### config.mk
export PLATFORM = sky130hd
export DESIGN_NAME = pp_accum_scheduler
export DESIGN_NICKNAME = d
export VERILOG_FILES = /design/src/rtl/pp_accum_pkg.sv /design/src/rtl/pp_accum_scheduler_compressor4_2.sv /design/src/rtl/pp_accum_scheduler.sv
export SDC_FILE = /design/constraint.sdc
export NUM_CORES = 1
export LEC_CHECK = 0
export BUFFER_PORTS_ARGS = -buffer_cell sky130_fd_sc_hd__clkbuf_2
export CORE_ASPECT_RATIO = 0.7
export CORE_MARGIN = 3
export CORE_UTILIZATION = 55
export CTS_CLUSTER_DIAMETER = 80
export DETAILED_ROUTE_END_ITERATION = 6
export PLACE_DENSITY = 0.77
export SLEW_MARGIN = 5
export SYNTH_ARGS = -nofsm -noshare
export SYNTH_HDL_FRONTEND = slang
export SYNTH_HIERARCHICAL = 1
export SYNTH_SLANG_ARGS = --single-unit
export TNS_END_PERCENT = 10
### constraint.sdc
create_clock -name sys_clk -period 4.2 [get_ports sys_clk]
set_input_delay 0.42 -clock sys_clk [delete_from_list [all_inputs] [get_ports sys_clk]]
set_output_delay 0.42 -clock sys_clk [all_outputs]
set_load 0.005 [all_outputs]
### src/rtl/pp_accum_pkg.sv
// Shared definitions for the iterative partial-product accumulator:
// FSM state encoding and beat-count sizing helpers.
package pp_accum_pkg;

  localparam logic [1:0] ST_IDLE  = 2'd0;
  localparam logic [1:0] ST_ACCUM = 2'd1;
  localparam logic [1:0] ST_FINAL = 2'd2;
  localparam logic [1:0] ST_DONE  = 2'd3;

  // Two partial products are consumed per beat.
  function automatic int beats_of(input int pp_num);
    return (pp_num + 1) / 2;
  endfunction

  function automatic int cnt_width(input int beats);
    return (beats > 1) ? $clog2(beats) : 1;
  endfunction

endpackage

### src/rtl/pp_accum_scheduler_compressor4_2.sv
// compressor4_2: bitwise 4:2 compressor, 2*LENGTH wide.
// Contract: 2*C + D + 2*co == i0+i1+i2+i3+ci (mod 2^(2*LENGTH)).
module compressor4_2 #(
  parameter int LENGTH = 32
) (
  input  logic [2*LENGTH-1:0] i0,
  input  logic [2*LENGTH-1:0] i1,
  input  logic [2*LENGTH-1:0] i2,
  input  logic [2*LENGTH-1:0] i3,
  input  logic                ci,
  output logic [2*LENGTH-1:0] c,
  output logic [2*LENGTH-1:0] d,
  output logic                co
);

  localparam int W = 2 * LENGTH;

  logic [W-1:0] s1;
  logic [W-2:0] k;
  logic [W-1:0] cin;

  genvar gi;
  generate
    for (gi = 0; gi < W; gi++) begin : g_bit
      assign s1[gi] = i0[gi] ^ i1[gi] ^ i2[gi];
      if (gi < W - 1) begin : g_k
        assign k[gi] = (i0[gi] & i1[gi]) | (i0[gi] & i2[gi]) | (i1[gi] & i2[gi]);
      end
      // Bit 0 takes ci; bit 1's slot is left empty because k[0] leaves as co.
      if (gi == 0) begin : g_cin0
        assign cin[gi] = ci;
      end else if (gi == 1) begin : g_cin1
        assign cin[gi] = 1'b0;
      end else begin : g_cinn
        assign cin[gi] = k[gi-1];
      end
      assign d[gi] = s1[gi] ^ i3[gi] ^ cin[gi];
      assign c[gi] = (s1[gi] & i3[gi]) | (s1[gi] & cin[gi]) | (i3[gi] & cin[gi]);
    end
  endgenerate

  assign co = k[0];

endmodule

### src/rtl/pp_accum_scheduler.sv
// Iterative Booth partial-product reducer around one compressor4_2 plus a final CPA.
// Optional shadow self-check enabled by defining PP_ACCUM_CHECK_EN.
module pp_accum_scheduler
  import pp_accum_pkg::*;
#(
  parameter int LENGTH = 32,
  parameter int PP_NUM = 17
) (
  input  logic                sys_clk,
  input  logic                sys_rst_n,
  input  logic                start,
  input  logic                pp_valid,
  output logic                pp_ready,
  input  logic [2*LENGTH-1:0] pp0,
  input  logic [2*LENGTH-1:0] pp1,
  output logic                prod_valid,
  input  logic                prod_ready,
  output logic [2*LENGTH-1:0] prod,
  output logic                busy,
  output logic                chk_err
);

  localparam int W = 2 * LENGTH;
  localparam int BEATS = beats_of(PP_NUM);
  localparam int CW = cnt_width(BEATS);
  localparam logic [CW-1:0] LAST_BEAT = CW'(BEATS - 1);
  localparam bit ODD_PP = (PP_NUM % 2) == 1;

  logic [1:0]    state_reg, state_next;
  logic [W-1:0]  a_reg, b_reg, prod_reg;
  logic          ci_reg;
  logic [CW-1:0] beat_cnt_reg;
  logic          last_beat, beat_fire, op_start;
  logic [W-1:0]  pp1_masked, c_w, d_w, final_sum;
  logic          co_w;

  assign last_beat  = (beat_cnt_reg == LAST_BEAT);
  assign beat_fire  = (state_reg == ST_ACCUM) && pp_valid;
  assign op_start   = (state_reg == ST_IDLE) && start;
  assign pp1_masked = (ODD_PP && last_beat) ? '0 : pp1;
  assign final_sum  = a_reg + b_reg + W'(ci_reg);

  compressor4_2 #(.LENGTH(LENGTH)) u_comp (
    .i0 (a_reg),
    .i1 (b_reg),
    .i2 (pp0),
    .i3 (pp1_masked),
    .ci (ci_reg),
    .c  (c_w),
    .d  (d_w),
    .co (co_w)
  );

  always_ff @(posedge sys_clk) begin
    if (!sys_rst_n) state_reg <= ST_IDLE;
    else            state_reg <= state_next;
  end

  always_comb begin
    state_next = state_reg;
    case (state_reg)
      ST_IDLE:  if (start) state_next = ST_ACCUM;
      ST_ACCUM: if (beat_fire && last_beat) state_next = ST_FINAL;
      ST_FINAL: state_next = ST_DONE;
      ST_DONE:  if (prod_ready) state_next = ST_IDLE;
      default:  state_next = ST_IDLE;
    endcase
  end

  always_comb begin
    pp_ready   = (state_reg == ST_ACCUM);
    prod_valid = (state_reg == ST_DONE);
    busy       = (state_reg != ST_IDLE);
  end

  // Co has weight 2: it lands both in B[0] and in the carry-in for the next beat.
  always_ff @(posedge sys_clk) begin
    if (!sys_rst_n) begin
      a_reg        <= '0;
      b_reg        <= '0;
      ci_reg       <= 1'b0;
      beat_cnt_reg <= '0;
      prod_reg     <= '0;
    end else begin
      if (op_start) begin
        a_reg        <= '0;
        b_reg        <= '0;
        ci_reg       <= 1'b0;
        beat_cnt_reg <= '0;
      end else if (beat_fire) begin
        a_reg        <= d_w;
        b_reg        <= (c_w << 1) | W'(co_w);
        ci_reg       <= co_w;
        beat_cnt_reg <= beat_cnt_reg + CW'(1);
      end
      if (state_reg == ST_FINAL) prod_reg <= final_sum;
    end
  end

  assign prod = prod_reg;

`ifdef PP_ACCUM_CHECK_EN
  logic [W-1:0] ref_sum_reg;
  logic         chk_err_reg;

  always_ff @(posedge sys_clk) begin
    if (!sys_rst_n) begin
      ref_sum_reg <= '0;
      chk_err_reg <= 1'b0;
    end else begin
      if (op_start)       ref_sum_reg <= '0;
      else if (beat_fire) ref_sum_reg <= ref_sum_reg + pp0 + pp1_masked;
      if ((state_reg == ST_FINAL) && (final_sum != ref_sum_reg)) chk_err_reg <= 1'b1;
    end
  end

  assign chk_err = chk_err_reg;
`else
  assign chk_err = 1'b0;
`endif

endmodule
# Yosys cells after proc, flatten, opt, wreduce, memory -nomap -nowiden
# Index checks and enable logic that the tools add are counted.
# Widths: inputs -> output; s select.
[word_totals]
ff_bits = 199
latchBits = 0
ramBits = 0
rom_bits = 0
elab_cells = 911
mem_count = 0
[classes]
n_addsub = 3
n_mul = 0
div_mod_pow = 0
magnitude_cmp = 0
n_eq_ne = 7
shift = 0
muxes = 5
bitwise_logic = 883
n_reduce_logical = 7
[op_table]
columns = ["op", "n"]
rows = [
  ["$and 1x1->1", 376],
  ["$xor 1x1->1", 255],
  ["$or 1x1->1", 250],
  ["$add 64x1->64", 1],
  ["$add 64x64->64", 1],
  ["$mux 64", 1],
  ["$or 64x1->64", 1],
  ["$pmux 2 s4", 1],
  ["$mux 2", 3],
  ["$add 4x1->4 const B", 1],
  ["$eq 2x2->1 const B", 2],
  ["$eq 4x4->1 const B", 1],
  ["$ne 2x1->1 const B", 2],
  ["$logic_and 1x1->1", 3],
  ["$reduce_and 3->1", 1],
  ["$eq 2x1->1 const B", 1],
  ["$logic_not 2->1", 1],
  ["$ne 2x2->1 const B", 1],
  ["$reduce_bool 2->1", 1],
  ["$reduce_or 2->1", 1],
  ["$not 1->1", 1],
]

# Longest topological paths before layout
# Gate-level depths: netlist of the first run.
[logic_depth]
depth_word = 7
ltp_mapped = 15

# Modules after synthesis
# Netlist of the first run, hierarchy kept.
[modules_own_cells]
columns = ["module", "n_inst", "cells_per_inst", "area_per_inst_um2", "seq_area_each_um2"]
rows = [
  ["pp_accum_scheduler", 1, 1423, 11026.8, 3963.8],
  ["compressor4_2", 1, 136, 2588.7, 0.0],
]

# Worst setup path after synthesis of the first run
# Ideal clock, no wire load.
[synth_timing]
path_kind = "register -> register"
startpoint = "reg a_reg[0]"
endpoint = "reg prod_reg[60] (netlist: prod[60])"
setup_time_ns = 0.116
arrival_time_ns = 3.475
required_ns = 4.084
slack_ns = 0.609
stages_incl_launch_ff = 16
path_buffers = 0
synth_period_minus_slack_ns = 3.591
path_cell_list = "dfxtp_1 -> inv_1 -> ha_1 -> or2_2 -> fa_1 -> a211oi_1 -> o21a_1 -> a211o_1 -> nand3_1 -> o211ai_2 -> a31oi_1 -> a311o_1 -> a311oi_2 -> o21a_1 -> mux2i_1 -> a31o_2"
[synth_via]
elab_chain_len = 2
[synth_rtl]
columns = ["element", "line", "rtl"]
rows = [
  ["start, declared", "pp_accum_scheduler.sv:30", "logic [W-1:0] a_reg, b_reg, prod_reg;"],
  ["start signal, assigned", "pp_accum_scheduler.sv:91", "a_reg <= d_w;"],
  ["$add 64x64->64", "pp_accum_scheduler.sv:41", "assign final_sum = a_reg + b_reg + W'(ci_reg);"],
  ["$add 64x1->64", "pp_accum_scheduler.sv:41", ""],
  ["end signal, assigned", "pp_accum_scheduler.sv:96", "if (state_reg == ST_FINAL) prod_reg <= final_sum;"],
  ["end, declared", "pp_accum_scheduler.sv:30", ""],
]
# Every way passes these cells.
# A chain may end at the register's enable or synchronous reset.

# Worst setup path in the final report of the first run
# Same ends and word-level chain as after synthesis.

==> results of run 1 <==
[power by group through the flow]
stage | registers (W) | logic, W | clock network [W]
after detailed placement | 0.00226 | 0.00193 | 0
after CTS | 0.00222 | 0.00194 | 0.00186
after floorplan | 0.00222 | 0.00140 | 0
after global placement | 0.00225 | 0.00188 | 0
final | 0.00221 | 0.00194 | 0.00184
after global routing | 0.00224 | 0.00219 | 0.00193
[routing by layer]
metal | track usage (%) | part of all wire [%] | up-vias
met1 | 40.3 | 49 | 5481
met5 | 0 | 0 | -
met2 | 39.2 | 42 | 383
met4 | 7.33 | 1.5 | 0
li1 | - | - | 5535
met3 | 5.11 | 7.0 | 37
[path summary, 6_finish.rpt]
kind / to / slack [ns] / cells after the start
setup / recovery: prod[60]$_SDFFE_PN0P_ / 0.26 / 15
hold / removal: prod[49]$_SDFFE_PN0P_ / 0.48 / 2
setup reg to reg: prod[60]$_SDFFE_PN0P_ / 0.26 / 15
hold reg to reg: prod[49]$_SDFFE_PN0P_ / 0.48 / 2
[placed cells by master (no fill, tap or decap), types with 46 or more instances in the layout]
cell and n:
nand2_1 318, a21oi_1 210, clkbuf_2 199, dfxtp_1 198
fa_1 127, nor2_1 91, and2_1 72, ha_1 71
mux2i_1 47, o21ai_0 46
[through the flow]
step	worst slack, ns	cell area, um2	total power [W]
final	0.264	15400	0.00599
after global routing	0.00838	15400	0.00636
after CTS	0.182	15400	0.00601
after detailed placement	0.210	14800	0.00418
after global placement	0.329	14800	0.00413
after floorplan	0.609	13600	0.00362
[layout make-up]
type,count,area share (%)
clock buffers,20,2.89
clock inverters,12,1.29
inverters,29,0.705
multi-input cells,1243,59.7
flip-flops and latches,198,25.7
well taps,318,2.58
repair buffers,209,7.10
[cell families (layout without fill, tap and decap cells)]
| group | after synthesis | in the layout | share of synthesized area (%) |
|---|---|---|---|
| other | 1 | 1 | 0.0275 |
| muxes | 47 | 47 | 3.46 |
| buffers and inverters | 118 | 270 | 3.38 |
| adders and majority gates | 199 | 199 | 25.3 |
| xor gates and xnor gates | 64 | 64 | 4.23 |
| DFF | 198 | 198 | 29.1 |
| and+or+nand+nor | 569 | 569 | 18.6 |
| AOI/OAI and AO/OA | 363 | 363 | 15.9 |
[worst min-delay path, stage by stage (launching register included)]
cell,delay (ns)
dfxtp_1,0.32
nand2_1,0.05
o21ai_0,0.06
==> reports/metrics.csv, run 1 <==
stage;metric;value;unit
global_route;grt_pass1_vias;11100;
clock_network;clk_pin_slew;0.07;ns
sta;setup_violations;0;
routing;vias_per_cell;5.64;
clock_network;clkLatencyLatePin;0.44;ns
sta;min_period_over_period;93.7;%
cells_and_area;areaGrowthSynthToFinish;13.4;%
yosys;syn_area;13600;um2
clock_network;cts_tree;done;
sta;slew_violations;0;
setup_path;cp-start-kind;register;
setup_path;crit_required;4.53;ns
clock_network;cts_made_buffers;17;
yosys;yosysWarnings;6;
yosys;ys_top_cells_by_area;dfxtp_1 (29%), fa_1 (19%), nand2_1 (8.8%);
yosys;ys_ff_latch;198;
cells_and_area;seq_area;3960;um2
yosys;synth_common_cells;nand2_1 (320), a21oi_1 (210), dfxtp_1 (198);
setup_path;cp_num_buf_inv;1;
sta;rsz0062_at_grt;no;
pwr;p_per_area;388;nW/um2
clock_network;htreeDepth;4;
global_route;antenna_found_initial;0;
sta;hold_viol;0;
floorplan;num_rows;47;
cells_and_area;multi_input_area;9220;um2
clock_network;cts-root-buf;clkbuf_16;
pwr;peakVddDrop;0.419;mV
yosys;synth.avg_cell_area;8.73;um2
cells_and_area;drive_gt1_share;15.1;%
yosys;yosysTopAreaCellShare;29.1;%
status;run_status;completed;
routing;antenna_left;0;
setup_path;worstPathArrival;4.27;ns
placement;dp_cells;1997;
cells_and_area;fill_cells;2042;
yosys;yosysUniqueCellTypes;64;
global_route;overflow;0;
setup_path;critPathCaptureType;register;
floorplan;design.die.area;26700;um2
yosys;synthFlopType;dfxtp_1;
placement;routabilityCongestion;0.968;
setup_path;critical_path_class;reg2reg;
clock_network;cts_resized;0;
setup_path;cpMostUsedCell;o21a_1;
setup_path;r2r-start;a_reg[0]$_SDFFE_PP0P_;
clock_network;post-cts-setup-buffers;0;
routing;drcViolationCount;0;
hold_path;worstHoldStart;prod[49]$_SDFFE_PN0P_;
global_route;grt_max_degree;75;
cells_and_area;final_cells;2029;
sta;fin_tns_setup;0;ns
pwr;leakagePower;6.59;nW
routing;wirelength;35000;um
routing;drtIter0Drc;857;
clock_network;clk_path_buf_depth;2;
floorplan;die_y;138;um
setup_path;path_max_fanout;4;
global_route;grt_pass1_wl;57800;um
pwr;p_seq_share;36.9;%
cells_and_area;final_nets;2030;
sta;maxSlewHeadroom;44.1;%
sta;layout_min_cycle_time;3.94;ns
setup_path;cp_cell_sequence;inv_1 -> ha_1 -> or2_2 -> fa_1 -> a211oi_1 -> o21a_1 -> a211o_1 -> nand3_1 -> o211ai_2 -> a31oi_1 -> a311o_1 -> a311oi_2 -> o21a_1 -> mux2i_1 -> a31o_2;
global_route;grt.total_usage;26.7;%
pwr;clkPwrFrac;30.7;%
yosys;synth_top_area_cell;dfxtp_1;
cells_and_area;diodes;0;
hold_path;hold_class;reg2reg;
cells_and_area;finish.utilization;64.3;%
setup_path;slowest_stage;fa_1;
yosys;synth_edf_count;0;
yosys;synth_seq_area_share;29.1;%
routing;num_vias;11400;
routing;drt-pass1-iter-count;6;
setup_path;cp-startpoint;a_reg[0]$_SDFFE_PP0P_;
floorplan;core_area;24000;um2
placement;dp_hpwl;26800;um
sta;tightestPinTransition;0.839;ns
setup_path;crit_family;compound AO/OA/AOI/OAI gates;
yosys;synth_nets;1891;
pwr;p_int;0.00385;W
sta;whs;0.482;ns
placement;io_buffer_count;199;
clock_network;cts_sinks;198;
job;max_cap_violations;0;
sta;max_clock_freq;254;MHz
floorplan;start_util;56.7;%
yosys;synth-async-reset-ratio;0;%
pwr;p_comb_share;32.4;%
sta;fin_skew;0.00945;ns
clock_network;holdBufCountCts;0;
floorplan;io_pins;201;
yosys;synth_most_common_cell;nand2_1;
floorplan;fp.dieW;194;um
pwr;p_sw;0.00214;W
yosys;synthCells;1559;
pwr;p_sw_share;35.7;%
routing;wl_per_cell;17.3;um
setup_path;cpPeakStageDelay;0.43;ns
(Power assumes the default switching activity.)
==> run 2: changes to the inputs <==
--- a/config.mk
+++ b/config.mk
@@ -8,10 +8,10 @@
 export BUFFER_PORTS_ARGS = -buffer_cell sky130_fd_sc_hd__clkbuf_2
 export CORE_ASPECT_RATIO = 0.7
 export CORE_MARGIN = 3
-export CORE_UTILIZATION = 55
+export CORE_UTILIZATION = 45
 export CTS_CLUSTER_DIAMETER = 80
 export DETAILED_ROUTE_END_ITERATION = 6
-export PLACE_DENSITY = 0.77
+export PLACE_DENSITY = 0.65
 export SLEW_MARGIN = 5
 export SYNTH_ARGS = -nofsm -noshare
 export SYNTH_HDL_FRONTEND = slang
==> reports/metrics.csv, run 2 (same netlist as run 1, synthesis figures left out) <==
stage;metric;value;unit;change
status;run_status;completed;;
pwr;leakagePower;6.56;nW;-0.42%
cells_and_area;mostFrequentLayoutCell;nand2_1;;
sta;rsz0062_at_grt;no;;
global_route;overflow;0;;unchanged
global_route;grt_max_degree;88;;+17%
pwr;peakVddDrop;0.237;mV;-43%
setup_path;path_max_fanout;4;;unchanged
routing;wl_per_cell;17.0;um;-1.7%
routing;drt-pass1-iter-count;5;;-1
placement;routabilityCongestion;0.944;;-2.5%
sta;whs;0.480;ns;-0.00206 ns
sta;fin_tns_setup;0;ns;unchanged
clock_network;htreeDepth;4;;unchanged
sta;setup_violations;0;;unchanged
setup_path;worstPathArrival;4.22;ns;-0.05 ns
sta;layout_min_cycle_time;3.88;ns;-0.0590 ns
hold_path;worstHoldPathCells;6;;+4
clock_network;cts_tree;done;;
routing;antenna_left;0;;unchanged
floorplan;io_pins;201;;unchanged
placement;io_buffer_count;199;;unchanged
setup_path;cpPeakStageDelay;0.44;ns;about the same
hold_path;worstHoldStart;pp0[0];;
global_route;antenna_found_initial;0;;unchanged
cells_and_area;areaGrowthSynthToFinish;13.9;%;
setup_path;r2r_end;prod[56]$_SDFFE_PN0P_;;
floorplan;start_util;46.4;%;-10 points
hold_path;hold_class;in2reg;;
global_route;grt_pass1_vias;11000;;-0.98%
cells_and_area;final_area;15500;um2;+0.45%
cells_and_area;diodes;0;;unchanged
cells_and_area;final_nets;2032;;+0.099%
sta;slew_violations;0;;unchanged
setup_path;cp_num_buf_inv;2;;+1
clock_network;cts_made_buffers;17;;unchanged
routing;wirelength;35900;um;+2.7%
floorplan;fp.dieW;214;um;+10%
sta;maxSlewHeadroom;31.3;%;-13 points
sta;tightestPinTransition;1.03;ns;+0.191 ns
cells_and_area;drive_gt1_share;15.5;%;+0.33 points
sta;min_period_over_period;92.3;%;-1.4 points
setup_path;crit_required;4.54;ns;about the same
setup_path;cp_cell_sequence;inv_1 -> ha_1 -> or2_2 -> fa_1 -> a211oi_2 -> o21a_1 -> a211o_1 -> nand3_1 -> o211ai_2 -> a31oi_1 -> a311o_1 -> a311oi_2 -> buf_4 -> o21bai_1 -> nand4_1 -> o211ai_1;;
hold_path;holdPathEnd;b_reg[0]$_SDFFE_PP0P_;;
setup_path;worst-r2r-setup-slack;0.32;ns;+0.06 ns
sta;max_clock_freq;258;MHz;+1.5%
cells_and_area;fill_cells;2809;;+38%
floorplan;die_y;152;um;+10%
routing;drtIter0Drc;768;;-10%
sta;fin_skew;0.0110;ns;+0.00158 ns
clock_network;clkLatencyLatePin;0.46;ns;+0.02 ns
routing;num_vias;11300;;-1.4%
placement;place_area;14900;um2;+0.75%
cells_and_area;final_cell_mix;nand2_1 (318), a21oi_1 (210), clkbuf_2 (199), dfxtp_1 (198), fa_1 (127);;
routing;vias_per_cell;5.32;;-5.6%
pwr;power;0.00585;W;-2.3%
setup_path;slowest_stage;fa_1;;
clock_network;cts_sinks;198;;unchanged
setup_path;r2r-start;a_reg[0]$_SDFFE_PP0P_;;
global_route;grt_pass1_wl;58600;um;+1.4%
placement;dp_hpwl;27500;um;+2.5%
floorplan;num_rows;52;;+11%
pwr;p_per_area;377;nW/um2;-2.7%
setup_path;cp-start-kind;register;;
setup_path;critPathCaptureType;register;;
clock_network;clk_path_buf_depth;2;;unchanged
clock_network;clk_pin_slew;0.07;ns;about the same
clock_network;cts-root-buf;clkbuf_16;;
setup_path;critical_path_class;reg2reg;;
global_route;grt.total_usage;22.5;%;-4.2 points
floorplan;core_area;29300;um2;+22%
setup_path;ff2ff_path_depth;16;;+1
routing;drcViolationCount;0;;unchanged
job;max_cap_violations;0;;unchanged
setup_path;crit_family;compound AO/OA/AOI/OAI gates;;
floorplan;design.die.area;32400;um2;+21%
sta;hold_viol;0;;unchanged
clock_network;post-cts-setup-buffers;0;;unchanged
[run 2: cell types whose count changed in the layout (fill, tap and decap cells not counted), moves of 2 or more]
cell / before / now
bufinv_16: 5 / 2
buf_4: 8 / 11
inv_6: 1 / 3
clkbuf_1: 2 / 0
clkinvlp_4: 1 / 4
[run 2: how the worst max path moves through the flow]
stage               depth (start not counted)  slack, ns                     to             startpoint
detailed placement                         16       0.23  prod[56]$_SDFFE_PN0P_  a_reg[0]$_SDFFE_PP0P_
finish                                     16       0.32  prod[56]$_SDFFE_PN0P_  a_reg[0]$_SDFFE_PP0P_
floorplan                                  15       0.61  prod[60]$_SDFFE_PN0P_  a_reg[0]$_SDFFE_PP0P_
global placement                           15       0.36  prod[60]$_SDFFE_PN0P_  a_reg[0]$_SDFFE_PP0P_
global route                               16       0.04  prod[56]$_SDFFE_PN0P_  a_reg[0]$_SDFFE_PP0P_
CTS                                        16       0.21  prod[56]$_SDFFE_PN0P_  a_reg[0]$_SDFFE_PP0P_
[run 2: layout make-up]
class / instances / area [um2] / share of cell area, %
Clock inverter: 13 / 144 / 0.928
Timing Repair Buffer: 211 / 1100 / 7.09
Sequential cell: 198 / 3960 / 25.6
Clock buffer: 19 / 453 / 2.92
Tap cell: 405 / 507 / 3.27
Inverter: 29 / 109 / 0.702
Multi-Input combinational cell: 1243 / 9230 / 59.5
[run 2: power by group]
group	switching (W)	internal [W]
Sequential	0.000173	0.00204
Clock	0.000784	0.000914
Combinational	0.00121	0.000729
Total	0.00217	0.00369
[run 2: per-stage QoR]
stage	std cells	setup WS, ns	util (%)
2_1_floorplan	1559	0.609	-
3_3_place_gp	2086	0.365	50.8
3_5_place_dp	2086	0.226	50.8
4_1_cts	2118	0.214	52.8
5_1_grt	2118	0.0351	52.8
6_report	2118	0.323	52.8
[run 2: routing by layer]
metal  track usage [%]  vias up  wire length [um]
met5                 0        -                 0
li1                  -     5543                 -
met4              4.98        0               440
met2              32.4      316             14800
met3              5.24       28              2310
met1              34.2     5386             18400
[run 2: tightest hold or removal path: stages]
cell	delay, ns
clkbuf_2	0.11
inv_1	0.07
fa_1	0.16
inv_1	0.04
nand2_1	0.04
a21oi_1	0.05
[run 2: what timing repair did]
item / in CTS / in global routing
setup endpoints to repair: 0 / 5
hold endpoints to repair: 0 / 0
resized for setup: 0 / 2
hold buffers: 0 / 0
==> run 3: changes to the inputs <==
--- a/config.mk
+++ b/config.mk
@@ -6,7 +6,6 @@
 export NUM_CORES = 1
 export LEC_CHECK = 0
 export BUFFER_PORTS_ARGS = -buffer_cell sky130_fd_sc_hd__clkbuf_2
-export CORE_ASPECT_RATIO = 0.7
 export CORE_MARGIN = 3
 export CORE_UTILIZATION = 45
 export CTS_CLUSTER_DIAMETER = 80
==> constraint.sdc (replaced) <==
create_clock -name sys_clk -period 4.2 [get_ports sys_clk]
set_input_delay 0.42 -clock sys_clk [delete_from_list [all_inputs] [get_ports sys_clk]]
set_output_delay 0.42 -clock sys_clk [all_outputs]
set_load 0.05 [all_outputs]
==> reports/metrics.csv, run 3 (same netlist as run 1, synthesis figures left out) <==
stage;metric;value;unit;change
cells_and_area;drive_gt1_share;15.3;%;-0.17 points
routing;drt-pass1-iter-count;5;;unchanged
status;run_status;completed;;
setup_path;cp_num_buf_inv;1;;-1
pwr;p_per_area;392;nW/um2;+3.9%
clock_network;post-cts-setup-buffers;0;;unchanged
sta;maxSlewHeadroom;35.9;%;+4.6 points
setup_path;cp-startpoint;a_reg[0]$_SDFFE_PP0P_;;
cells_and_area;seq_area;3960;um2;unchanged
clock_network;cts_made_buffers;17;;unchanged
pwr;p_sw;0.00233;W;+7.8%
clock_network;holdBufCountCts;0;;unchanged
clock_network;clk_path_buf_depth;2;;unchanged
routing;drcViolationCount;0;;unchanged
cells_and_area;final_nets;2031;;-0.049%
sta;layout_min_cycle_time;3.97;ns;+0.0909 ns
placement;io_buffer_count;199;;unchanged
pwr;p_sw_share;38.4;%;+1.4 points
setup_path;cp_cell_sequence;inv_1 -> ha_1 -> or2_2 -> fa_1 -> a211oi_1 -> o21a_1 -> a211o_1 -> nand3_1 -> o211ai_2 -> a31oi_1 -> a311o_1 -> a311oi_4 -> o21a_1 -> mux2i_1 -> a31o_2;;
pwr;p_seq_share;36.4;%;-1.5 points
sta;rsz0062_at_grt;no;;
placement;routabilityCongestion;0.907;;-3.9%
setup_path;crit_required;4.53;ns;about the same
cells_and_area;areaGrowthSynthToFinish;13.9;%;about the same
floorplan;num_rows;63;;+21%
pwr;clkPwrFrac;29.0;%;about the same
floorplan;fp.dieW;180;um;-16%
placement;dp_hpwl;26100;um;-5.1%
sta;min_period_over_period;94.5;%;+2.2 points
cells_and_area;mostFrequentLayoutCell;nand2_1;;
floorplan;start_util;45.8;%;-0.58 points
clock_network;htreeDepth;4;;unchanged
routing;drtIter0Drc;792;;+3.1%
clock_network;clk_pin_slew;0.07;ns;about the same
setup_path;r2r-start;a_reg[0]$_SDFFE_PP0P_;;
setup_path;cpMostUsedCell;o21a_1;;
routing;antenna_left;0;;unchanged
global_route;overflow;0;;unchanged
setup_path;cp-start-kind;register;;
cells_and_area;final_cell_mix;nand2_1 (318), a21oi_1 (209), clkbuf_2 (199), dfxtp_1 (198), fa_1 (127);;
global_route;grt_max_degree;84;;-4.5%
sta;setup_violations;0;;unchanged
setup_path;critical_path_class;reg2reg;;
pwr;peakVddDrop;0.313;mV;+32%
setup_path;worstPathArrival;4.30;ns;+0.08 ns
floorplan;die_y;180;um;+19%
floorplan;io_pins;201;;unchanged
sta;fin_skew;0.0197;ns;+0.00870 ns
clock_network;cts-root-buf;clkbuf_16;;
sta;max_clock_freq;252;MHz;-2.3%
cells_and_area;final_cells;2103;;-0.71%
routing;wirelength;34400;um;-4.3%
global_route;grt_pass1_wl;57300;um;-2.2%
pwr;leakagePower;6.58;nW;+0.29%
setup_path;critPathCaptureType;register;;
routing;num_vias;11100;;-1.5%
clock_network;clkLatencyLatePin;0.44;ns;-0.02 ns
pwr;p_comb_share;34.6;%;+1.5 points
hold_path;hold_class;in2reg;;
routing;vias_per_cell;5.28;;-0.75%
job;max_cap_violations;0;;unchanged
cells_and_area;fill_cells;2789;;-0.71%
floorplan;design.die.area;32400;um2;-0.10%
pwr;p_int;0.00375;W;+1.7%
global_route;grt_pass1_vias;11000;;+0.61%
sta;tightestPinTransition;0.962;ns;-0.0684 ns
sta;slew_violations;0;;unchanged
setup_path;path_max_fanout;4;;unchanged
placement;dp_cells;2070;;-0.77%
setup_path;slowest_stage;a311o_1;;
cells_and_area;multi_input_area;9240;um2;about the same
hold_path;worstHoldStart;pp_valid;;
floorplan;core_area;29700;um2;+1.3%
routing;wl_per_cell;16.4;um;-3.6%
clock_network;cts_tree;done;;
global_route;antenna_found_initial;0;;unchanged
setup_path;cpPeakStageDelay;0.44;ns;about the same
global_route;grt.total_usage;21.3;%;-1.2 points
clock_network;cts_sinks;198;;unchanged
sta;fin_tns_setup;0;ns;unchanged
sta;hold_viol;0;;unchanged
setup_path;crit_family;compound AO/OA/AOI/OAI gates;;
==> run 3: cell count changes in the layout (fill, tap and decap cells not counted), sizes merged <==
cell / before / now
clkinvlp: 4 / 2
clkbuf: 218 / 219
bufinv: 2 / 3
inv: 31 / 33
buf: 12 / 11
clkinv: 5 / 3
diode: 0 / 1
==> run 3: layout make-up <==
| type | instances | area share (%) |
|---|---|---|
| diodes | 1 | 0.0161 |
| clock buffers | 20 | 2.94 |
| clock inverters | 12 | 1.04 |
| inverters | 29 | 0.702 |
| multi-input cells | 1243 | 59.6 |
| flip-flops and latches | 198 | 25.6 |
| well taps | 390 | 3.15 |
| repair buffers | 210 | 7.04 |
==> run 3: worst register-to-register path, stage by stage (launching register included) <==
cell      delay (ns)
dfxtp_1         0.38
inv_1           0.06
ha_1            0.20
or2_2           0.30
fa_1            0.43
a211oi_1        0.27
o21a_1          0.20
a211o_1         0.14
nand3_1         0.17
o211ai_2        0.30
a31oi_1         0.16
a311o_1         0.44
a311oi_4        0.36
o21a_1          0.20
mux2i_1         0.07
a31o_2          0.20
==> run 3: worst paths after layout <==
path	cells past startpoint	slack, ns	to
min	5	0.47	state_reg[0]$_SDFFE_PN0P_
min reg2reg	2	0.49	prod[49]$_SDFFE_PN0P_
max reg2reg	15	0.23	prod[60]$_SDFFE_PN0P_
max	15	0.23	prod[60]$_SDFFE_PN0P_
==> run 3: power groups by stage <==
| stage | Sequential [W] | Clock (W) | Combinational, W |
|---|---|---|---|
| floorplan | 0.00236 | 0 | 0.00146 |
| global placement | 0.00225 | 0 | 0.00209 |
| detailed placement | 0.00226 | 0 | 0.00211 |
| CTS | 0.00222 | 0.00180 | 0.00213 |
| global route | 0.00224 | 0.00188 | 0.00237 |
| finish | 0.00221 | 0.00176 | 0.00210 |
==> run 3: stage by stage <==
step	cell area (um2)	utilization (%)	total power [W]	hold slack, ns	setup WS (ns)
2_1_floorplan	13600	-	0.00382	0.462	0.609
3_3_place_gp	14900	50.0	0.00434	0.467	0.278
3_5_place_dp	14900	50.0	0.00437	0.475	0.173
4_1_cts	15500	52.1	0.00614	0.453	0.161
5_1_grt	15500	52.2	0.00649	0.518	0.0314
6_report	15500	52.2	0.00608	0.471	0.232
==> run 3: routing by layer <==
metal	part of all wire, %	track usage, %	wire, um
met4	1.5	4.49	523
met2	45	33.7	15600
met5	0	0	0
met3	5.7	4.43	1980
met1	47	30.4	16300
==> run 3: repair_timing <==
action / 4_1_cts / 5_1_grt
resized for setup: 0 / 2
endpoints found under the hold margin: 0 / 0
endpoints found under the setup margin: 0 / 3
